--- src/rtl/core_ctrl_pkg.sv ---
// Shared definitions for the multi-cycle core control path: opcodes,
// controller states, datapath mux select encodings and the bundle of
// control lines produced by the state decoder.
package core_ctrl_pkg;

   // Instruction opcodes (IR[31:26]); anything else is illegal
   localparam logic [5:0] OP_RTYPE = 6'h00;
   localparam logic [5:0] OP_LW    = 6'h23;
   localparam logic [5:0] OP_SW    = 6'h2B;
   localparam logic [5:0] OP_BEQ   = 6'h04;
   localparam logic [5:0] OP_J     = 6'h02;
   localparam logic [5:0] OP_ADDI  = 6'h08;

   // ALU operand B select
   localparam logic [1:0] SRCB_REG     = 2'b00;
   localparam logic [1:0] SRCB_FOUR    = 2'b01;
   localparam logic [1:0] SRCB_IMM     = 2'b10;
   localparam logic [1:0] SRCB_IMM_SH2 = 2'b11;

   // Register write-back select (10/11 reserved)
   localparam logic [1:0] WB_ALUOUT = 2'b00;
   localparam logic [1:0] WB_MEM    = 2'b01;

   // PC source select
   localparam logic [1:0] PC_ALU    = 2'b00;
   localparam logic [1:0] PC_ALUOUT = 2'b01;
   localparam logic [1:0] PC_JUMP   = 2'b10;

   // ALU operation select
   localparam logic [3:0] ALU_ADD   = 4'b0000;
   localparam logic [3:0] ALU_SUB   = 4'b0001;
   localparam logic [3:0] ALU_FUNCT = 4'b0010;

   typedef enum logic [3:0] {
      S_RESET,
      S_FETCH,
      S_DECODE,
      S_MEM_ADDR,
      S_MEM_RD,
      S_MEM_WR,
      S_LW_WB,
      S_EXEC_R,
      S_R_WB,
      S_EXEC_I,
      S_I_WB,
      S_BRANCH,
      S_JUMP,
      S_FAULT
   } state_t;

   // Every control line the controller drives, as one bundle
   typedef struct packed {
      logic       mem_req;
      logic       mem_we;
      logic       iord;
      logic       ir_write;
      logic       pc_write;
      logic       reg_write;
      logic       alu_src_a;
      logic [1:0] alu_src_b;
      logic [3:0] alu_op;
      logic       reg_dst;
      logic [1:0] wb_sel;
      logic [1:0] pc_src;
      logic       instr_done;
      logic       fault;
   } ctrl_t;

endpackage

--- src/rtl/ctrl_decode.sv ---
// Purely combinational decode of the controller state into datapath
// control lines. mem_ready gates the FETCH write enables and the MEM_WR
// retire; alu_zero decides whether a branch writes the PC.
module ctrl_decode
   import core_ctrl_pkg::*;
(
   input  state_t state,
   input  logic   mem_ready,
   input  logic   alu_zero,
   output ctrl_t  ctrl
);

   // Everything defaults to 0; each state raises only the lines it needs
   always_comb begin
      ctrl = '0;
      case (state)
         S_FETCH: begin
            ctrl.mem_req   = 1'b1;
            ctrl.iord      = 1'b0;
            ctrl.alu_src_a = 1'b0;
            ctrl.alu_src_b = SRCB_FOUR;
            ctrl.alu_op    = ALU_ADD;
            ctrl.pc_src    = PC_ALU;
            ctrl.ir_write  = mem_ready;
            ctrl.pc_write  = mem_ready;
         end
         S_DECODE: begin
            ctrl.alu_src_a = 1'b0;
            ctrl.alu_src_b = SRCB_IMM_SH2;
            ctrl.alu_op    = ALU_ADD;
         end
         S_MEM_ADDR, S_EXEC_I: begin
            ctrl.alu_src_a = 1'b1;
            ctrl.alu_src_b = SRCB_IMM;
            ctrl.alu_op    = ALU_ADD;
         end
         S_MEM_RD: begin
            ctrl.mem_req = 1'b1;
            ctrl.iord    = 1'b1;
         end
         S_LW_WB: begin
            ctrl.reg_write  = 1'b1;
            ctrl.reg_dst    = 1'b0;
            ctrl.wb_sel     = WB_MEM;
            ctrl.instr_done = 1'b1;
         end
         S_MEM_WR: begin
            ctrl.mem_req    = 1'b1;
            ctrl.mem_we     = 1'b1;
            ctrl.iord       = 1'b1;
            ctrl.instr_done = mem_ready;
         end
         S_EXEC_R: begin
            ctrl.alu_src_a = 1'b1;
            ctrl.alu_src_b = SRCB_REG;
            ctrl.alu_op    = ALU_FUNCT;
         end
         S_R_WB: begin
            ctrl.reg_write  = 1'b1;
            ctrl.reg_dst    = 1'b1;
            ctrl.wb_sel     = WB_ALUOUT;
            ctrl.instr_done = 1'b1;
         end
         S_I_WB: begin
            ctrl.reg_write  = 1'b1;
            ctrl.reg_dst    = 1'b0;
            ctrl.wb_sel     = WB_ALUOUT;
            ctrl.instr_done = 1'b1;
         end
         S_BRANCH: begin
            ctrl.alu_src_a  = 1'b1;
            ctrl.alu_src_b  = SRCB_REG;
            ctrl.alu_op     = ALU_SUB;
            ctrl.pc_src     = PC_ALUOUT;
            ctrl.pc_write   = alu_zero;
            ctrl.instr_done = 1'b1;
         end
         S_JUMP: begin
            ctrl.pc_write   = 1'b1;
            ctrl.pc_src     = PC_JUMP;
            ctrl.instr_done = 1'b1;
         end
         S_FAULT: begin
            ctrl.fault = 1'b1;
         end
         default: begin
            ctrl = '0;
         end
      endcase
   end

endmodule

--- src/rtl/multicycle_ctrl.sv ---
// Multi-cycle control unit: sequences the shared datapath through
// fetch/decode/execute/write-back, counts retired instructions and
// parks in FAULT on an illegal opcode until reset.
module multicycle_ctrl
   import core_ctrl_pkg::*;
#(
   parameter int RETIRE_W = 32
) (
   input  logic                clk,
   input  logic                rst_n,
   input  logic [5:0]          opcode,
   input  logic                alu_zero,
   input  logic                mem_ready,
   output logic                mem_req,
   output logic                mem_we,
   output logic                iord,
   output logic                ir_write,
   output logic                pc_write,
   output logic                reg_write,
   output logic                alu_src_a,
   output logic [1:0]          alu_src_b,
   output logic [3:0]          alu_op,
   output logic                reg_dst,
   output logic [1:0]          wb_sel,
   output logic [1:0]          pc_src,
   output logic                instr_done,
   output logic [RETIRE_W-1:0] retired,
   output logic                fault
);

   state_t state;
   state_t state_next;
   ctrl_t  ctrl;

   ctrl_decode u_decode (
      .state     (state),
      .mem_ready (mem_ready),
      .alu_zero  (alu_zero),
      .ctrl      (ctrl)
   );

   assign mem_req    = ctrl.mem_req;
   assign mem_we     = ctrl.mem_we;
   assign iord       = ctrl.iord;
   assign ir_write   = ctrl.ir_write;
   assign pc_write   = ctrl.pc_write;
   assign reg_write  = ctrl.reg_write;
   assign alu_src_a  = ctrl.alu_src_a;
   assign alu_src_b  = ctrl.alu_src_b;
   assign alu_op     = ctrl.alu_op;
   assign reg_dst    = ctrl.reg_dst;
   assign wb_sel     = ctrl.wb_sel;
   assign pc_src     = ctrl.pc_src;
   assign instr_done = ctrl.instr_done;
   assign fault      = ctrl.fault;

   // State register; reset forces RESET so every output drops at once
   always_ff @(posedge clk or negedge rst_n) begin
      if (!rst_n) begin
         state <= S_RESET;
      end else begin
         state <= state_next;
      end
   end

   // Next-state sequencing; memory states hold until mem_ready
   always_comb begin
      state_next = state;
      case (state)
         S_RESET:    state_next = S_FETCH;
         S_FETCH:    state_next = mem_ready ? S_DECODE : S_FETCH;
         S_DECODE: begin
            case (opcode)
               OP_LW, OP_SW: state_next = S_MEM_ADDR;
               OP_RTYPE:     state_next = S_EXEC_R;
               OP_ADDI:      state_next = S_EXEC_I;
               OP_BEQ:       state_next = S_BRANCH;
               OP_J:         state_next = S_JUMP;
               default:      state_next = S_FAULT;
            endcase
         end
         S_MEM_ADDR: state_next = (opcode == OP_SW) ? S_MEM_WR : S_MEM_RD;
         S_MEM_RD:   state_next = mem_ready ? S_LW_WB : S_MEM_RD;
         S_MEM_WR:   state_next = mem_ready ? S_FETCH : S_MEM_WR;
         S_LW_WB:    state_next = S_FETCH;
         S_EXEC_R:   state_next = S_R_WB;
         S_R_WB:     state_next = S_FETCH;
         S_EXEC_I:   state_next = S_I_WB;
         S_I_WB:     state_next = S_FETCH;
         S_BRANCH:   state_next = S_FETCH;
         S_JUMP:     state_next = S_FETCH;
         S_FAULT:    state_next = S_FAULT;
         default:    state_next = S_RESET;
      endcase
   end

   // Retired-instruction counter, wraps naturally at 2^RETIRE_W
   always_ff @(posedge clk or negedge rst_n) begin
      if (!rst_n) begin
         retired <= '0;
      end else if (ctrl.instr_done) begin
         retired <= retired + RETIRE_W'(1);
      end
   end

endmodule

--- config.mk ---
export PLATFORM = sky130hd
export DESIGN_NAME = multicycle_ctrl
export DESIGN_NICKNAME = d
export VERILOG_FILES = /design/src/rtl/core_ctrl_pkg.sv /design/src/rtl/ctrl_decode.sv /design/src/rtl/multicycle_ctrl.sv
export SDC_FILE = /design/constraint.sdc
export NUM_CORES = 1
export LEC_CHECK = 0
export CORE_MARGIN = 2
export CORE_UTILIZATION = 40
export CTS_CLUSTER_SIZE = 24
export DETAILED_ROUTE_END_ITERATION = 12
export PLACE_DENSITY = 0.78
export SLEW_MARGIN = 30
export SYNTH_ARGS = -nofsm -noshare
export SYNTH_HDL_FRONTEND = slang
export SYNTH_SLANG_ARGS = --single-unit
--- constraint.sdc ---
create_clock -name clk -period 2.3 [get_ports clk]
set_clock_uncertainty 0.2 [all_clocks]
set_input_delay 0.345 -clock clk [delete_from_list [all_inputs] [get_ports clk]]
set_output_delay 0.345 -clock clk [all_outputs]
set_load 0.01 [all_outputs]
==> results of run 1 <==
-- critical path: cells and delay by family, from the launching register on --
kind / cells / cell delay (ns)
buffers and inverters: 2 / 0.70
flip-flops: 1 / 0.46
AND/OR/NAND/NOR: 2 / 0.25
-- final timing paths --
path / end / slack, ns / depth (start not counted)
worst max-delay path: alu_op[1] / 0.06 / 4
worst min-delay path: state[3] / 0.26 / 2
worst max register to register: retired[17] / 0.20 / 7
worst min register to register: retired[31] / 0.28 / 1
max in group asynchronous: state[3] / 1.30 / 2
min in group clk: retired[31] / 0.28 / 1
-- logic make-up (layout without fill, tap and decap cells) --
logic type               count (synthesis)  count (layout)  synth area share [%]
adder cells (fa/ha/maj)                  1               1                 0.613
other                                    1               3                 0.184
buffers and inverters                   15              90                  3.80
AO/OA/AOI/OAI                           26              26                  10.8
multiplexers                             1               1                 0.552
flip-flops                              36              36                  44.2
AND/OR/NAND/NOR                         96              96                  26.1
XOR/XNOR                                32              32                  13.7
-- per-layer routing --
layer  global-route usage (%)  wire, µm
met1                     22.1      2080
met2                     27.9      2180
met3                     4.63       274
met4                     5.46        63
met5                        0         0
-- Yosys cell counts (all sizes together) --
cell	instances
nor3	12
nor3b	1
and2	1
nor4	4
nand2b	4
nor2	20
nor2b	1
clkbuf	5
nand2	19
buf	6
a21o	1
or4	1
o211ai	3
o311ai	2
dfrtp	36
nand4	5
a211oi	2
or2	2
inv	4
ha	1
a31oi	2
mux2	1
a21oi	5
a2111oi	2
xor2	16
and3	6
or2b	1
xnor2	16
nand3b	2
nand3	16
a211o	3
o21ai	5
conb	1
and4	1
o31ai	1
-- sequential cells by signal, summed over array words and instances (netlist names) --
name and count:
state 4, retired 32
-- final cells by class --
type                            count  area [µm²]  share of cell area [%]
Sequential cell                    36         902                    30.7
Clock inverter                      3        42.5                    1.45
Timing Repair Buffer               78         734                    25.0
Inverter                            4        15.0                   0.511
Tap cell                           67        83.8                    2.85
Clock buffer                        5        68.8                    2.34
Multi-Input combinational cell    159        1090                    37.1
-- timing repair --
action / CTS / global route
resized for setup: 11 / 8
setup buffers: 0 / 1
setup endpoints to repair: 10 / 8
-- where the power goes --
group | internal [W] | switching, W
sequential | 0.000728 | 0.000115
combinational | 0.000656 | 0.000659
clock | 0.000321 | 0.000240
total | 0.00171 | 0.00101
-- stage by stage --
| step | cells | worst slack (ns) | util [%] |
|---|---|---|---|
| floorplan | 210 | 0.320 | - |
| global placement | 343 | -0.161 | 57.9 |
| detailed placement | 343 | -0.153 | 57.9 |
| CTS | 351 | 0.00165 | 60.3 |
| global route | 352 | -0.00158 | 61.0 |
| finish | 352 | 0.0586 | 61.0 |
==> results.rst, run 1 <==
.. list-table::
   :header-rows: 1

   * - Metric
     - Value
   * - Status
     - finished clean
   * - CP Cell Sequence
     - nand2b_1 -> buf_4 -> nor2_1 -> clkdlybuf4s50_1
   * - Tightest Pin Transition
     - roughly 0.56 ns
   * - Routed wirelength normalized by instance count
     - 13.0 µm
   * - Floorplan Core Area
     - 0.00482 mm²
   * - Share of synthesized area occupied by flip-flops and latches
     - 44.2%
   * - Top cell type's share of synthesized area
     - 44.2%
   * - Arr. time, crit path
     - 1.70 ns
   * - Share of layout cells above drive strength 1
     - 16.5%
   * - Starting density of the core
     - 42.3%
   * - Worst rel slew slack
     - between 60% and 70%
   * - Commonest cells after routing, fill and taps aside
     - 46 x clkdlybuf4s50_1, 35 x dfrtp_1, 20 x buf_4, 19 x nand2_1, 18 x nor2_1
   * - TritonCTS sink count
     - 36
   * - Count of cell types in the netlist
     - 47
   * - Final period utilization
     - 97.5%
   * - CTS tree
     - done
   * - Die Wd
     - 75.4 µm
   * - Remaining antenna violation count
     - 0
   * - Number of vias in the routed layout
     - about 1800
   * - Count of filler cells inserted in the layout
     - 435
   * - Number of I/O port buffers
     - 58
   * - Origin of the worst setup path
     - state[3]
   * - Number of instances in the synthesized netlist
     - about 210
   * - Reg2Reg Launch Point
     - state[1]
   * - Via count of the first global-routing pass
     - approximately 1700
   * - Final Hold Slack
     - 0.264 ns
   * - Height of the die
     - 75.4 µm
   * - Row cnt
     - 25
   * - DIE AREA
     - 0.00569 mm²
   * - Sum of negative setup slack
     - 0 ns
   * - Pre-Repair DR Iteration Count
     - 5
   * - Post-Layout Inst Area
     - 0.00294 mm²
   * - Category of the worst setup path capture point
     - output port
   * - Vias per cell
     - between 5 and 6
   * - Maximum single-stage delay on the critical path
     - 0.54 ns
   * - Count of boundary I/O pins
     - 62
   * - Max H-tree Level
     - 2
   * - Most common library cell in the layout ignoring fill and taps
     - clkdlybuf4s50_1
   * - Area Overhead vs Synth
     - 44.0%
   * - DP Wirelength
     - 3460 µm
   * - Number of hold-repair buffers added at the cts stage
     - 0
   * - Max-capacitance violation count
     - 0
   * - Area after detailed placement
     - about 0.0028 mm²
   * - Antenna diode instance count
     - 0
   * - Post-synthesis average cell area
     - 9.81 µm²
   * - Largest fanout on the critical path
     - 6
   * - Warnings from Yosys
     - 0
   * - GRT Util Overall
     - 17.1%
   * - Cell accounting for the most synthesized area
     - dfrtp_1
   * - Maximum clock insertion buffer count
     - 2
   * - Count of routing violations after the opening detailed-route iteration
     - between 60 and 70
   * - Final critical path time including I/O delays and setup
     - 2.24 ns
   * - Final routed DRC violation total
     - 0
   * - Clock-pin slew on the worst setup and hold paths
     - approximately 0.080 ns
   * - Leakage dissipation
     - approximately 1.2 nW
   * - Pins over their slew limit
     - 0
   * - TritonCTS Buffers
     - 5
   * - Number of setup violations in the final report
     - 0
   * - Worst min-delay path category
     - in2async
   * - Mapped Area
     - 0.00204 mm²
   * - Synth area leaders
     - dfrtp_1 44%, xnor2_1 6.9%, xor2_1 6.9%, nand2_1 3.5%, nor2_1 3.5%
   * - Maximum vdd drop
     - 0.658 mV
   * - Final count of hold timing violations
     - 0
   * - Number of nets in the layout
     - 295
   * - First-pass GRT wire length
     - 7500 µm
   * - #FFs+latches synth
     - 36
   * - Worst-skew pair later-pin latency
     - 0.29 ns
   * - Initial antenna violation count
     - 0
   * - Last weighted congestion value of the routability-driven placer
     - 0.807
   * - Standard cell with the maximum stage delay on the critical path
     - clkdlybuf4s50_1
   * - Power density of the placed cells
     - approximately 930 mW/mm²
   * - Highest Clock Rate
     - 0.446 GHz
   * - Kind of launch point of the worst setup path
     - register
   * - Total grt overflow
     - 0
   * - Power after layout
     - roughly 0.0027 W
   * - Maximum number of pins on one net before global-route repair
     - 37
   * - Critical Setup Path Class
     - reg2out
   * - Root Driver
     - clkbuf_8
   * - Total wire length
     - 4590 µm
   * - Critical path required time
     - 1.75 ns
No activity file was read; power rests on OpenSTA's default activity.
==> run 2: changes to the inputs <==
--- a/config.mk
+++ b/config.mk
@@ -5,6 +5,7 @@
 export SDC_FILE = /design/constraint.sdc
 export NUM_CORES = 1
 export LEC_CHECK = 0
+export ABC_AREA = 0
 export CORE_MARGIN = 2
 export CORE_UTILIZATION = 40
 export CTS_CLUSTER_SIZE = 24
==> constraint.sdc (replaced) <==
create_clock -name clk -period 2.4 [get_ports clk]
set_clock_uncertainty 0.2 [all_clocks]
set_input_delay 0.36 -clock clk [delete_from_list [all_inputs] [get_ports clk]]
set_output_delay 0.36 -clock clk [all_outputs]
set_load 0.01 [all_outputs]
==> run 2 against run 1 <==
Compared with the run above: sequential share of layout area up 0.22 points; utilization down 0.26 points; register-to-register slack better by 0.02 ns; die area unchanged; global-route usage shrank 0.17 points; first-iteration DRC count is 40% higher; routed wire length up 2.5%; flip-flop and latch count is the same; combinational power fell by 5%; design area decreased by 0.43%; clock power up 4.1%.
==> results.rst, run 2 (synthesis results as in run 1) <==
.. list-table::
   :header-rows: 1

   * - Metric
     - Value
   * - Power density of the placed cells
     - 905 mW/mm²
   * - Arr. time, crit path
     - roughly 1.8 ns
   * - Floorplan Core Area
     - 0.00482 mm²
   * - Registers with the highest flip-flop counts
     - retired: 32 flops, state: 4 flops
   * - Number of flip-flops under the largest register name
     - 32
   * - Largest fanout on the critical path
     - 4
   * - Height of the die
     - between 70 and 80 µm
   * - Top register by number of flip-flops
     - retired
   * - Number of nets in the layout
     - 292
   * - Total grt overflow
     - 0
   * - CP Cell Sequence
     - buf_4 -> nand2b_2 -> nor2_1 -> clkdlybuf4s50_1
   * - Final critical path time including I/O delays and setup
     - between 2 and 2.5 ns
   * - Vias per cell
     - 5.07
   * - DP Wirelength
     - 3470 µm
   * - Area Overhead vs Synth
     - 43.4%
   * - Share of layout cells above drive strength 1
     - between 15 and 20%
   * - Remaining antenna violation count
     - 0
   * - Count of filler cells inserted in the layout
     - approximately 440
   * - Die Wd
     - roughly 75 µm
   * - Maximum single-stage delay on the critical path
     - 0.56 ns
   * - GRT Util Overall
     - 16.9%
   * - Row cnt
     - 25
   * - FF+latch area
     - 905 µm²
   * - Final routed DRC violation total
     - 0
   * - Number of vias in the routed layout
     - about 1800
   * - Category of the worst setup path capture point
     - output port
   * - Clock-pin slew on the worst setup and hold paths
     - 0.08 ns
   * - Pre-Repair DR Iteration Count
     - 4
   * - Standard cell with the maximum stage delay on the critical path
     - clkdlybuf4s50_1
   * - Kind of launch point of the worst setup path
     - register
   * - Final count of hold timing violations
     - 0
   * - Final period utilization
     - between 90 and 100%
   * - Max H-tree Level
     - 2
   * - Root Driver
     - clkbuf_8
   * - Worst rel slew slack
     - 62.3%
   * - Number of buffer and inverter stages on the critical path
     - 2
   * - Status
     - finished clean
   * - Tightest Pin Transition
     - 0.565 ns
   * - Worst setup timing slack at the placement stage
     - -0.141 ns
   * - Pins over their slew limit
     - 0
   * - Critical Setup Path Class
     - reg2out
   * - Number of setup violations in the final report
     - 0
   * - Leakage dissipation
     - 1.25 nW
   * - Critical path required time
     - roughly 1.8 ns
   * - Via count of the first global-routing pass
     - ~1600
   * - Count of routing violations after the opening detailed-route iteration
     - 91
   * - Last weighted congestion value of the routability-driven placer
     - around 0.79
   * - Number of I/O port buffers
     - 58
   * - Worst-skew pair later-pin latency
     - 0.28 ns
   * - Initial antenna violation count
     - 0
   * - CTS tree
     - done
   * - Area of the multi-input gates
     - 0.00107 mm²
   * - Placed cell count
     - roughly 340
   * - Maximum vdd drop
     - 0.674 mV
   * - TritonCTS Buffers
     - 5
   * - Most common library cell in the layout ignoring fill and taps
     - clkdlybuf4s50_1
   * - Count of boundary I/O pins
     - 62
   * - Maximum clock insertion buffer count
     - 2
   * - Worst min-delay path category
     - reg2reg
   * - Highest Clock Rate
     - 0.427 GHz
   * - Worst setup margin
     - 0.0580 ns
   * - Max-capacitance violation count
     - 0
   * - Antenna diode instance count
     - 0
   * - Routed wirelength normalized by instance count
     - 13.5 µm
   * - Starting density of the core
     - between 40% and 50%
   * - Cell family with the largest share of critical-path delay
     - buffers and inverters
   * - Maximum number of pins on one net before global-route repair
     - 37
   * - DIE AREA
     - 0.00569 mm²
   * - Total wire length
     - around 4700 µm
   * - Non-filler instance count after layout
     - 349
   * - Commonest cells after routing, fill and taps aside
     - 47 x clkdlybuf4s50_1, 33 x dfrtp_1, 19 x nand2_1, 18 x nor2_1, 17 x buf_4
   * - Power after layout
     - 0.00265 W
   * - First-pass GRT wire length
     - 7330 µm
   * - Unrepaired setup endpoints after global routing
     - no
   * - TritonCTS sink count
     - 36
==> run 2: changes by cell type in the layout (fill, tap and decap cells not counted), moves of 2 or more <==
cell,before,now
dlygate4sd2_1,7,3
dfrtp_1,35,33
dfrtp_2,1,3
clkbuf_8,5,7
buf_4,20,17
nor3_1,10,12
dlymetal6s2s_1,5,8
nor3_2,2,0
==> run 2: cell type report <==
class / instances / area share, %
multi-input combinational: 159 / 36.6
clock inverter: 1 / 1.03
timing repair buffer: 75 / 24.8
sequential: 36 / 30.9
inverter: 4 / 0.513
clock buffer: 7 / 3.29
tap: 67 / 2.87
==> run 2: report_power, final <==
group / internal [W] / switching (W) / total, W
Clock: 0.000367 / 0.000216 / 0.000583
Sequential: 0.000702 / 0.000118 / 0.000819
Combinational: 0.000627 / 0.000619 / 0.00125
==> run 2: layer usage <==
metal	part of all wire [%]	vias to the layer above	GRT usage, %
met3	6.1	5	4.50
met2	48	55	28.7
met4	1.0	0	5.26
met5	0	-	0
li1	-	866	-
met1	45	844	21.0
==> run 2: path summary, 6_finish.rpt <==
path,depth (start not counted),slack (ns),end,from
setup / recovery,4,0.06,fault,state[1]
hold / removal,1,0.27,retired[31],retired[31]
setup reg to reg,7,0.22,retired[19],state[3]
hold reg to reg,1,0.27,retired[31],retired[31]
max in group asynchronous,2,1.37,state[0],rst_n
min in group asynchronous,2,0.29,retired[27],rst_n
==> run 2: worst reg2reg max path, stage by stage (launching register included) <==
cell,delay [ns]
dfrtp_2,0.43
buf_4,0.16
nand2b_1,0.15
a21o_2,0.21
buf_4,0.16
a2111oi_4,0.42
nand3_1,0.17
xnor2_1,0.15
==> run 2: metrics by stage <==
stage	util, %	TNS, ns	instance area [µm²]	hold WS, ns
4_1_cts	60.3	-0.0705	2900	0.271
2_1_floorplan	-	0	2050	-0.136
6_report	60.7	0	2930	0.269
3_3_place_gp	57.0	-0.291	2750	0.257
5_1_grt	60.7	0	2930	0.300
3_5_place_dp	57.0	-0.547	2750	0.261
==> run 2: repair_timing <==
| item | in CTS | in global routing |
|---|---|---|
| hold buffers | 0 | 0 |
| buffers inserted | 4 | 0 |
| gates resized for setup | 6 | 9 |
| pin swaps | 0 | 0 |
| hold endpoints to repair | 0 | 0 |
| setup endpoints to repair | 6 | 8 |
==> run 3: changes to the inputs <==
--- a/config.mk
+++ b/config.mk
@@ -10,6 +10,7 @@
 export CORE_UTILIZATION = 40
 export CTS_CLUSTER_SIZE = 24
 export DETAILED_ROUTE_END_ITERATION = 12
+export GPL_ROUTABILITY_DRIVEN = 0
 export PLACE_DENSITY = 0.78
 export SLEW_MARGIN = 30
 export SYNTH_ARGS = -nofsm -noshare
==> results of run 3 <==
The final DEF is identical to that of run 2; final timing and power are the same.
